<file path="config.mk">
export PLATFORM = sky130hd
export DESIGN_NAME = uart_tx_arb
export DESIGN_NICKNAME = d
export VERILOG_FILES = /design/src/rtl/uart_tx_arb.sv
export SDC_FILE = /design/constraint.sdc
export NUM_CORES = 1
export LEC_CHECK = 0
export BUFFER_PORTS_ARGS = -buffer_cell sky130_fd_sc_hd__buf_2
export CAP_MARGIN = 20
export CORE_MARGIN = 4
export CORE_UTILIZATION = 30
export DETAILED_ROUTE_END_ITERATION = 10
export MAX_ROUTING_LAYER = met4
export PLACE_DENSITY = 0.56
export SYNTH_ARGS = -nofsm -noshare
export SYNTH_HDL_FRONTEND = slang
export SYNTH_SLANG_ARGS = --single-unit
</file>
<file path="constraint.sdc">
create_clock -name i_clk -period 6.7 [get_ports i_clk]
set_input_delay 0.335 -clock i_clk [delete_from_list [all_inputs] [get_ports i_clk]]
set_output_delay 0.335 -clock i_clk [all_outputs]
set_load 0.005 [all_outputs]
</file>
<file path="src/rtl/uart_tx_arb.sv">
// rtl/uart_tx_arb.sv - round-robin arbiter sharing one uart_tx serializer among N_REQ byte producers
module uart_tx_arb #(
    parameter  int N_REQ       = 4,
    parameter  int ACK_TIMEOUT = 4,
    localparam int IDW         = $clog2(N_REQ)
) (
    input  logic               i_clk,
    input  logic               i_rst,
    input  logic [N_REQ-1:0]   i_req_valid,
    input  logic [8*N_REQ-1:0] i_req_data,
    output logic [N_REQ-1:0]   o_req_ready,
    output logic               o_tx_start,
    output logic [7:0]         o_tx_data,
    input  logic               i_tx_busy,
    output logic [IDW-1:0]     o_grant_id,
    output logic               o_ctrl_busy,
    output logic               o_ack_err
);

    localparam int CW = $clog2(ACK_TIMEOUT + 1);

    typedef enum logic [1:0] {
        S_IDLE  = 2'd0,
        S_START = 2'd1,
        S_ACK   = 2'd2,
        S_DRAIN = 2'd3
    } state_t;

    state_t         r_state;
    state_t         w_state_nxt;
    logic [IDW-1:0] r_last;
    logic [IDW-1:0] r_grant_id;
    logic [7:0]     r_tx_data;
    logic [CW-1:0]  r_cnt;
    logic           r_tx_start;
    logic           r_ack_err;

    logic [IDW-1:0] w_win;
    logic [7:0]     w_win_data;
    logic           w_found;
    logic           w_grant;
    logic           w_timeout;
    int             w_best;

    // Winner: the valid requester with the smallest rotational distance past r_last
    always_comb begin
        w_found = 1'b0;
        w_win   = '0;
        w_best  = N_REQ;
        for (int i = 0; i < N_REQ; i++) begin
            if (i_req_valid[i] && (((i + N_REQ - 1 - int'(r_last)) % N_REQ) < w_best)) begin
                w_best  = (i + N_REQ - 1 - int'(r_last)) % N_REQ;
                w_found = 1'b1;
                w_win   = IDW'(i);
            end
        end
    end

    // Lane mux for the winning requester's byte
    always_comb begin
        w_win_data = 8'h00;
        for (int i = 0; i < N_REQ; i++) begin
            if (w_win == IDW'(i)) begin
                w_win_data = i_req_data[8*i +: 8];
            end
        end
    end

    assign w_grant     = (r_state == S_IDLE) && !i_tx_busy && w_found;
    assign w_timeout   = (r_state == S_ACK) && !i_tx_busy && (r_cnt == CW'(ACK_TIMEOUT - 1));
    assign o_req_ready = w_grant ? (N_REQ'(1) << w_win) : '0;
    assign o_ctrl_busy = (r_state != S_IDLE);
    assign o_tx_start  = r_tx_start;
    assign o_tx_data   = r_tx_data;
    assign o_grant_id  = r_grant_id;
    assign o_ack_err   = r_ack_err;

    // State register
    always_ff @(posedge i_clk) begin
        if (i_rst) begin
            r_state <= S_IDLE;
        end else begin
            r_state <= w_state_nxt;
        end
    end

    // Next-state: one frame in flight, dropped on missing acknowledge
    always_comb begin
        w_state_nxt = r_state;
        case (r_state)
            S_IDLE:  if (w_grant) w_state_nxt = S_START;
            S_START: w_state_nxt = S_ACK;
            S_ACK: begin
                if (i_tx_busy) begin
                    w_state_nxt = S_DRAIN;
                end else if (w_timeout) begin
                    w_state_nxt = S_IDLE;
                end
            end
            S_DRAIN: if (!i_tx_busy) w_state_nxt = S_IDLE;
            default: w_state_nxt = S_IDLE;
        endcase
    end

    // Registered outputs, round-robin pointer and acknowledge counter
    always_ff @(posedge i_clk) begin
        if (i_rst) begin
            r_tx_start <= 1'b0;
            r_tx_data  <= 8'h00;
            r_grant_id <= '0;
            r_ack_err  <= 1'b0;
            r_last     <= IDW'(N_REQ - 1);
            r_cnt      <= '0;
        end else begin
            r_tx_start <= w_grant;
            r_ack_err  <= w_timeout;
            if (w_grant) begin
                r_tx_data  <= w_win_data;
                r_grant_id <= w_win;
                r_last     <= w_win;
            end
            if (r_state == S_START) begin
                r_cnt <= '0;
            end else if ((r_state == S_ACK) && !i_tx_busy) begin
                r_cnt <= r_cnt + CW'(1);
            end
        end
    end

endmodule

</file>
Word-level counts from Yosys, hierarchy flattened
Cells that the tools add are included.
{"block": "classes", "n_addsub": 5, "order_cmp": 4, "eq_ne": 10, "n_shift": 1, "mux": 20, "n_bitwise": 4, "reduce_logical": 18}
{"cell": "3-bit by 32-bit less-than comparator with 1-bit output", "n": 3}
{"cell": "32-bit two-way mux", "n": 3}
{"cell": "8-bit two-way mux", "n": 4}
{"cell": "2-bit two-way mux", "n": 6}
{"cell": "3-bit by 2-bit subtractor with 4-bit output (first input constant)", "n": 3}
{"cell": "2-bit OR reduction", "n": 5}
{"cell": "2-bit equality test (second input constant)", "n": 4}
{"cell": "1-bit logical AND", "n": 8}
{"cell": "2-bit case mux with 4 select lines", "n": 1}
{"cell": "1-bit two-way mux", "n": 5}
{"cell": "1-bit AND", "n": 4}
{"cell": "2-bit by 1-bit equality test with 1-bit output (second input constant)", "n": 2}
{"cell": "2-bit logical NOT", "n": 2}
{"cell": "3-bit by 4-bit less-than comparator with 1-bit output (second input constant)", "n": 1}
{"cell": "4-bit two-way mux", "n": 1}
{"cell": "2-bit inequality test (second input constant)", "n": 2}
{"cell": "1-bit by 2-bit << shifter with 4-bit output (first input constant)", "n": 1}
{"cell": "3-bit by 1-bit adder with 3-bit output (second input constant)", "n": 1}
{"cell": "3-bit by 2-bit equality test with 1-bit output (second input constant)", "n": 1}
{"cell": "3-bit inequality test (second input constant)", "n": 1}
{"cell": "3-bit AND reduction", "n": 1}
{"cell": "2-bit by 2-bit subtractor with 3-bit output (first input constant)", "n": 1}
{"cell": "2-bit nonzero test", "n": 1}
{"cell": "1-bit logical NOT", "n": 1}
{"block": "word_totals", "reg_bits": 19, "inputBits": 39, "out_inout_bits": 17, "wordCells": 69}

Logic depth before layout (Yosys ltp)
Gate-level depths: netlist of run 1.
{"block": "logic_depth", "ltp_word": 20, "mapped_depth": 20}

Least setup slack after synthesis of run 1
OpenSTA, ideal clock, no wires.
{"block": "synth_path", "path_type": "register to output", "start": "register r_last[0]", "end": "output port o_req_ready[0]", "arrival_time_ps": 3764, "t_required_ps": 6365, "path_slack_ps": 2601, "path_stages_with_launch": 20, "n_path_buf": 2, "cell_sequence": "dfxtp_1 xnor2_1 inv_1 ha_1 a21oi_1 o21a_1 buf_4 nor2_1 a21oi_1 ha_1 and4b_1 a22oi_4 buf_2 mux2_2 ha_1 a21oi_1 o21ai_1 a31o_2 nand3_1 nor2_1"}
{"block": "synth_between", "elab_chain_len": 17, "word_cells_on_any_way": 33}
{"element": "from (decl)", "line_no": "31", "rtl": "logic [IDW-1:0] r_last;"}
{"element": "from (signal assigned)", "line_no": "112", "rtl": "r_last <= IDW'(N_REQ - 1);"}
{"element": "from (signal assigned)", "line_no": "120", "rtl": "r_last <= w_win;"}
{"element": "2-bit by 2-bit subtractor with 3-bit output", "line_no": "51, 52"}
{"element": "2-bit OR reduction (no line)"}
{"element": "1-bit AND (no line)"}
{"element": "3-bit by 4-bit less-than comparator with 1-bit output", "line_no": "51", "rtl": "if (i_req_valid[i] && (((i + N_REQ - 1 - int'(r_last)) % N_REQ) < w_best)) begin"}
{"element": "1-bit logical AND", "line_no": "51"}
{"element": "32-bit two-way mux", "line_no": "51"}
{"element": "3-bit by 32-bit less-than comparator with 1-bit output", "line_no": "51"}
{"element": "1-bit logical AND", "line_no": "51"}
{"element": "32-bit two-way mux", "line_no": "51"}
{"element": "3-bit by 32-bit less-than comparator with 1-bit output", "line_no": "51"}
{"element": "1-bit logical AND", "line_no": "51"}
{"element": "32-bit two-way mux", "line_no": "51"}
{"element": "3-bit by 32-bit less-than comparator with 1-bit output", "line_no": "51"}
{"element": "1-bit logical AND", "line_no": "51"}
{"element": "2-bit two-way mux or 1-bit two-way mux (tied branches)", "line_no": "51"}
{"element": "1-bit by 2-bit << shifter with 4-bit output or 1-bit logical AND (tied branches)", "line_no": "71, 69"}
{"element": "4-bit two-way mux *", "line_no": "71", "rtl": "assign o_req_ready = w_grant ? (N_REQ'(1) << w_win) : '0;"}
{"element": "to (decl)", "line_no": "11", "rtl": "output logic [N_REQ-1:0] o_req_ready,"}
Every way passes the cells marked *; elsewhere a longest branch is shown, timed or not.

Worst setup path after layout of run 1
Ends and elaborated chain as after synthesis.

==> results of run 1 <==
==> metrics by stage <==
stage / worst slack [ns] / area [sq um]
6_report: 1.57 / 1570
5_1_grt: 1.19 / 1570
4_1_cts: 1.55 / 1570
3_5_place_dp: 1.84 / 1520
3_3_place_gp: 2.01 / 1520
2_1_floorplan: 2.60 / 1240
==> final cells by class <==
| type | count | area share [%] |
|---|---|---|
| Timing Repair Buffer | 55 | 17.6 |
| Clock inverter | 1 | 0.320 |
| Sequential cell | 19 | 24.3 |
| Clock buffer | 3 | 2.64 |
| Inverter | 4 | 0.959 |
| Tap cell | 50 | 4.00 |
| Multi-Input combinational cell | 118 | 50.2 |
==> cells by family after synthesis <==
logic type               after synthesis
AO/OA/AOI/OAI                         47
XOR/XNOR                               1
adder cells (fa/ha/maj)                5
buffers and inverters                 13
flip-flops                            19
multiplexers                           5
AND/OR/NAND/NOR                       60
==> registers in the layout, summed over array words and instances, names as in the netlist <==
signal	cells
r_cnt	3
o_ack_err	1
o_grant_id	2
r_state	2
o_tx_data	8
r_last	2
o_tx_start	1
==> cells in the mapped netlist (all sizes together), types with 3 or more instances <==
cell     count  area share, %
a211oi       6            4.4
a21oi       13            5.2
a311o        5            4.0
a32oi        3            2.1
buf          7            4.2
dfxtp       19             31
ha           5            5.0
inv          4            1.2
mux2i        4            3.2
nand2       15            4.7
nor2        29             10
nor3         4            2.4
o21ai        7            2.8
o2bb2ai      3            2.1
==> worst reg2reg max path: cells and delay by family, from the launching register on <==
kind | cells | cell delay (ns)
muxes | 1 | 0.40
adders and majority gates | 3 | 0.80
xor gates and xnor gates | 1 | 0.17
DFF | 1 | 0.41
and+or+nand+nor | 2 | 0.30
buffers and inverters | 1 | 0.10
AOI/OAI and AO/OA | 9 | 2.47
==> report_power, final <==
group          leakage (nW)  switching [mW]  internal, mW
Sequential            0.156          0.0105         0.127
Clock                0.0255          0.0404        0.0414
Combinational         0.556          0.0927        0.0733
==> metal layers <==
metal | share of wire (%) | vias to the layer above
li1 | - | 646
met3 | 6.8 | 4
met5 | 0 | -
met2 | 45 | 31
met4 | 0.77 | 0
met1 | 47 | 555
==> how the worst max path moves through the flow <==
stage	startpoint	end	slack [ns]
floorplan	r_last[0]	o_req_ready[0]	2.60
global placement	r_last[0]	o_req_ready[0]	2.01
detailed placement	r_last[0]	o_req_ready[0]	1.84
CTS	r_last[0]	o_req_ready[0]	1.55
global route	r_last[1]	o_req_ready[0]	1.19
finish	r_last[0]	o_req_ready[0]	1.57
==> impl_metrics.ini, run 1 <==
[timing]
min_period_ns = 5.13
fin_skew_ns = 0.000909
min_period_over_period_pct = 76.6
final.setup.tns_ns = 0
finalHoldViolCount = 0
setup_viol = 0
whs_ns = 0.326
tightest_slew_ns = 0.907
relSlewSlack_pct = 39.2
clock.fmax_mhz = 195
rsz0062_at_grt = no
drv_slew = 0

[power]
ir_drop_mv = 0.0916
p_per_area_mw_per_mm2 = 246
p_total_uw = 385
leakage_nw = 0.738

[yosys]
yosys_warnings = 0
synth_xor_area_share_pct = 0.706
avgSynthCellArea_sq_um = 8.27
synthSimpleGateAreaFrac_pct = 23.8
synth_edf_count = 0
synth_area_sq_mm = 0.00124
ys_ff_latch = 19
synthAdderAreaFrac_pct = 5.04
synth_mux_area_share_pct = 4.13
async_flop_share_pct = 0
yosysUniqueCellTypes = 42
ys_seq_area_share_pct = 30.6
ys_dominant_reg_cell = dfxtp_1
synth-compound-area-share_pct = 29.6
synth_top_family_by_area = compound AO/OA/AOI/OAI gates
syn-num-nets = 194
synth_cells = 150

[final_layout]
final_common_cell = buf_2
regArea_sq_um = 380
syn_to_final_growth_pct = 26.1
final_cells = 250
nets = 245
antennaDiodeCount = 0
multi_input_area_sq_um = 786
post-route-util_pct = 39.1
fillers = 426
drive_gt1_share_pct = 35.5
final_cell_mix = buf_2 (55), nor2_1 (28), dfxtp_1 (19)

[clock_tree]
clkTransAtPathRegs_ns = 0.07
numCtsBuffers = 3
clk-insertion-delay-late_ns = 0.26
clk_path_buf_depth = 2
root_buffer = clkbuf_8
clock_sinks = 19
cts_tree = yes
cts_setup_buffers = 0
ctsResizeCount = 0
htree_levels = 1
hold_buffers = 0

[placement]
globalplace.congestion = 0.788
io_buffers = 55
dp_cells = 246
place_hpwl_mm = 2.56

[setup_path]
crit_cells = 18
critPathBufInv = 2
path_cells = xnor2_1 > inv_1 > ha_1 > a21oi_1 > o21a_1 > nor2_1 > a21oi_1 > ha_1 > and4b_1 > a22oi_4 > mux2_2 > ha_1 > a21oi_1 > o21ai_1 > a31o_2 > nand3_1 > nor2_1 > buf_2
cp-end-kind = output pin
worst_path_dominant_cell_family = compound AO/OA/AOI/OAI gates
start_kind = flip-flop
rr_startpoint = r_last[0]
worstPathMaxFanout = 21
reg2reg_to = o_tx_data[7]
slowest_stage = a22oi_4
path_class = flip-flop to output pin
slowest_delay_ns = 0.47
reg2reg_depth = 17
cp.required_ns = 6.36
rrSetupSlack_ns = 1.96
cp.arrival_ns = 4.80

[routing]
routedWlPerCell_microns = 13.5
vias_per_cell = 4.94
drt_iter0_drc = 56
dr.pass1.iters = 4
vias = 1236
drc = 0
antenna_left = 0
totalWireLength_mm = 3.37

[die]
io_pins = 56
floorplan.initialDensity_pct = 31.0
rows = 23
core_sq_mm = 0.00400
fp.dieH_microns = 72.3
die_area_sq_mm = 0.00523
fp.dieW_microns = 72.3

[grt]
use_met1_pct = 17.6
globalRouteOverflowTotal = 0
busiest_layer = met2
grt_max_degree = 22
grt_pass1_vias = 1240
use_met3_pct = 3.05
antenna_found_initial = 0
grt_use_total_pct = 13.4
grt_pass1_wl_mm = 5.52
grt_use_met2_pct = 21.1

[status]
outcome = finished, final reports clean

[hold_path]
min_path_type = input pin to flip-flop
hold_end = o_tx_data[4]
hp-start = i_req_data[28]
hold_depth = 3

[flow_run]
drv_cap = 0
Note: power is estimated with default switching activity, not from simulation.
==> run 2, diff against run 1 <==
- PLACE_DENSITY: 0.56 -> 0.58
- clock period: 6.7 -> 4.7 ns (I/O delays scaled with it)
==> run 2 against run 1 <==
  * Utilization rose by 0.41 points
  * Combinational power is 44% higher
  * Largest power group unchanged
  * Highest routed layer unchanged
  * Die area stayed put
  * Largest cell class unchanged
  * Routed wire length is 3.3% lower
  * Worst setup slack worse by 1.2 ns
  * Final cell count is 0.80% higher
  * Clock skew is 0.0081 ns higher
==> impl_metrics.ini, run 2 (same netlist as run 1, synthesis figures left out) <==
[status]
outcome = finished, final reports clean

[final_layout]
nets = 247
largest_reg_flops = 8
final_common_cell = buf_2
final_cells = 252
antennaDiodeCount = 0
syn_to_final_growth_pct = 27.4
final_area_sq_mm = 0.00158
final_cell_mix = buf_2 (55), nor2_1 (28), dfxtp_1 (19)
drive_gt1_share_pct = 36.6

[timing]
whs_ns = 0.245
min_period_ns = 4.33
setup_viol = 0
relSlewSlack_pct = 45.5
min_period_over_period_pct = 92.1
drv_slew = 0
clock.fmax_mhz = 231
setup_ws_ns = 0.373
final.setup.tns_ns = 0
finalHoldViolCount = 0
rsz0062_at_grt = no
tightest_slew_ns = 0.814
fin_skew_ns = 0.00904

[clock_tree]
htree_levels = 1
clk-insertion-delay-late_ns = 0.26
clock_sinks = 19
root_buffer = clkbuf_8
clkTransAtPathRegs_ns = 0.07
numCtsBuffers = 3
ctsResizeCount = 0
hold_buffers = 0
clk_path_buf_depth = 2
cts_tree = yes
cts_setup_buffers = 0

[power]
p_int_uw = 348
leakage_nw = 0.748
clockPowerShare_pct = 20.6
p_per_area_mw_per_mm2 = 346
ir_drop_mv = 0.156
p_switching_uw = 199
p_seq_share_pct = 35.8
swShare_pct = 36.4
combPwrFrac_pct = 43.7

[grt]
grt_use_total_pct = 13.0
grt_pass1_vias = 1143
grt_pass1_wl_mm = 5.24
globalRouteOverflowTotal = 0
antenna_found_initial = 0
grt_max_degree = 21

[routing]
totalWireLength_mm = 3.26
dr.pass1.iters = 4
routedWlPerCell_microns = 12.9
drc = 0
vias = 1228
vias_per_cell = 4.87
antenna_left = 0
drt_iter0_drc = 55

[die]
fp.dieH_microns = 72.3
floorplan.initialDensity_pct = 31.0
fp.dieW_microns = 72.3
core_sq_mm = 0.00400
rows = 23
io_pins = 56
die_area_sq_mm = 0.00523

[placement]
place_area_sq_mm = 0.00153
place_hpwl_mm = 2.60
dp_cells = 248
io_buffers = 55
dpl_worst_slack_ns = 0.550
globalplace.congestion = 0.790

[setup_path]
path_cells = xnor2_1 > inv_1 > ha_1 > a21oi_1 > o21a_2 > nor2_1 > a21oi_1 > ha_1 > and4b_1 > a22oi_4 > mux2_2 > ha_1 > a21oi_1 > o21ai_1 > a31o_2 > nand3_1 > nor2_1 > buf_2
cp.arrival_ns = 4.09
worstPathMaxFanout = 7
slowest_delay_ns = 0.41
start_kind = flip-flop
slowest_stage = dfxtp_1
cp.required_ns = 4.47
cp-end-kind = output pin
path_class = flip-flop to output pin

[hold_path]
min_path_type = input pin to flip-flop

[flow_run]
drv_cap = 0
==> run 2: cell types whose count changed in the layout (fill, tap and decap cells not counted) <==
cell	delta
o21a_1	-1
o21a_2	+1
buf_4	+2
==> run 2: through the flow <==
stage | power (mW) | util, %
2_1_floorplan | 0.379 | -
3_3_place_gp | 0.440 | 38.3
3_5_place_dp | 0.441 | 38.3
4_1_cts | 0.553 | 39.5
5_1_grt | 0.598 | 39.5
6_report | 0.548 | 39.5
==> run 2: per-layer routing <==
layer  wire (microns)  vias to the layer above  track usage, %
met5                0                        -               -
met4               22                        0            3.76
met3              214                        2            2.35
met2             1640                       30            21.9
met1             1390                      549            15.8
li1                 -                      647               -
==> run 2: power by group through the flow <==
stage / Clock, mW / Combinational [mW] / Sequential [mW]
global route: 0.129 / 0.270 / 0.199
floorplan: 0 / 0.182 / 0.197
CTS: 0.116 / 0.241 / 0.196
detailed placement: 0 / 0.241 / 0.200
finish: 0.113 / 0.239 / 0.196
global placement: 0 / 0.239 / 0.200
==> run 2: worst max-delay path: cells and delay by family (launching register included) <==
| kind | cells | cell delay, ns |
|---|---|---|
| AO/OA/AOI/OAI | 7 | 1.37 |
| XOR/XNOR | 1 | 0.17 |
| adder cells (fa/ha/maj) | 3 | 0.80 |
| buffers and inverters | 2 | 0.21 |
| flip-flops | 1 | 0.41 |
| multiplexers | 1 | 0.35 |
| AND/OR/NAND/NOR | 4 | 0.52 |
==> run 2: layout make-up <==
cell class | instances | area, sq um
Clock buffer | 3 | 41.3
Tap cell | 50 | 62.6
Timing Repair Buffer | 57 | 290
Sequential cell | 19 | 380
Multi-Input combinational cell | 118 | 787
Clock inverter | 1 | 5.00
Inverter | 4 | 15.0
Fill cell | 438 | 2420
==> run 2: worst paths after layout <==
check	startpoint	endpoint	slack, ns	cells after the start
worst min-delay path	i_req_data[24]	o_tx_data[0]	0.25	3
worst max register to register	r_last[0]	o_tx_data[7]	0.66	17
worst max-delay path	r_last[0]	o_req_ready[1]	0.37	18
worst min register to register	r_cnt[2]	r_cnt[2]	0.49	2
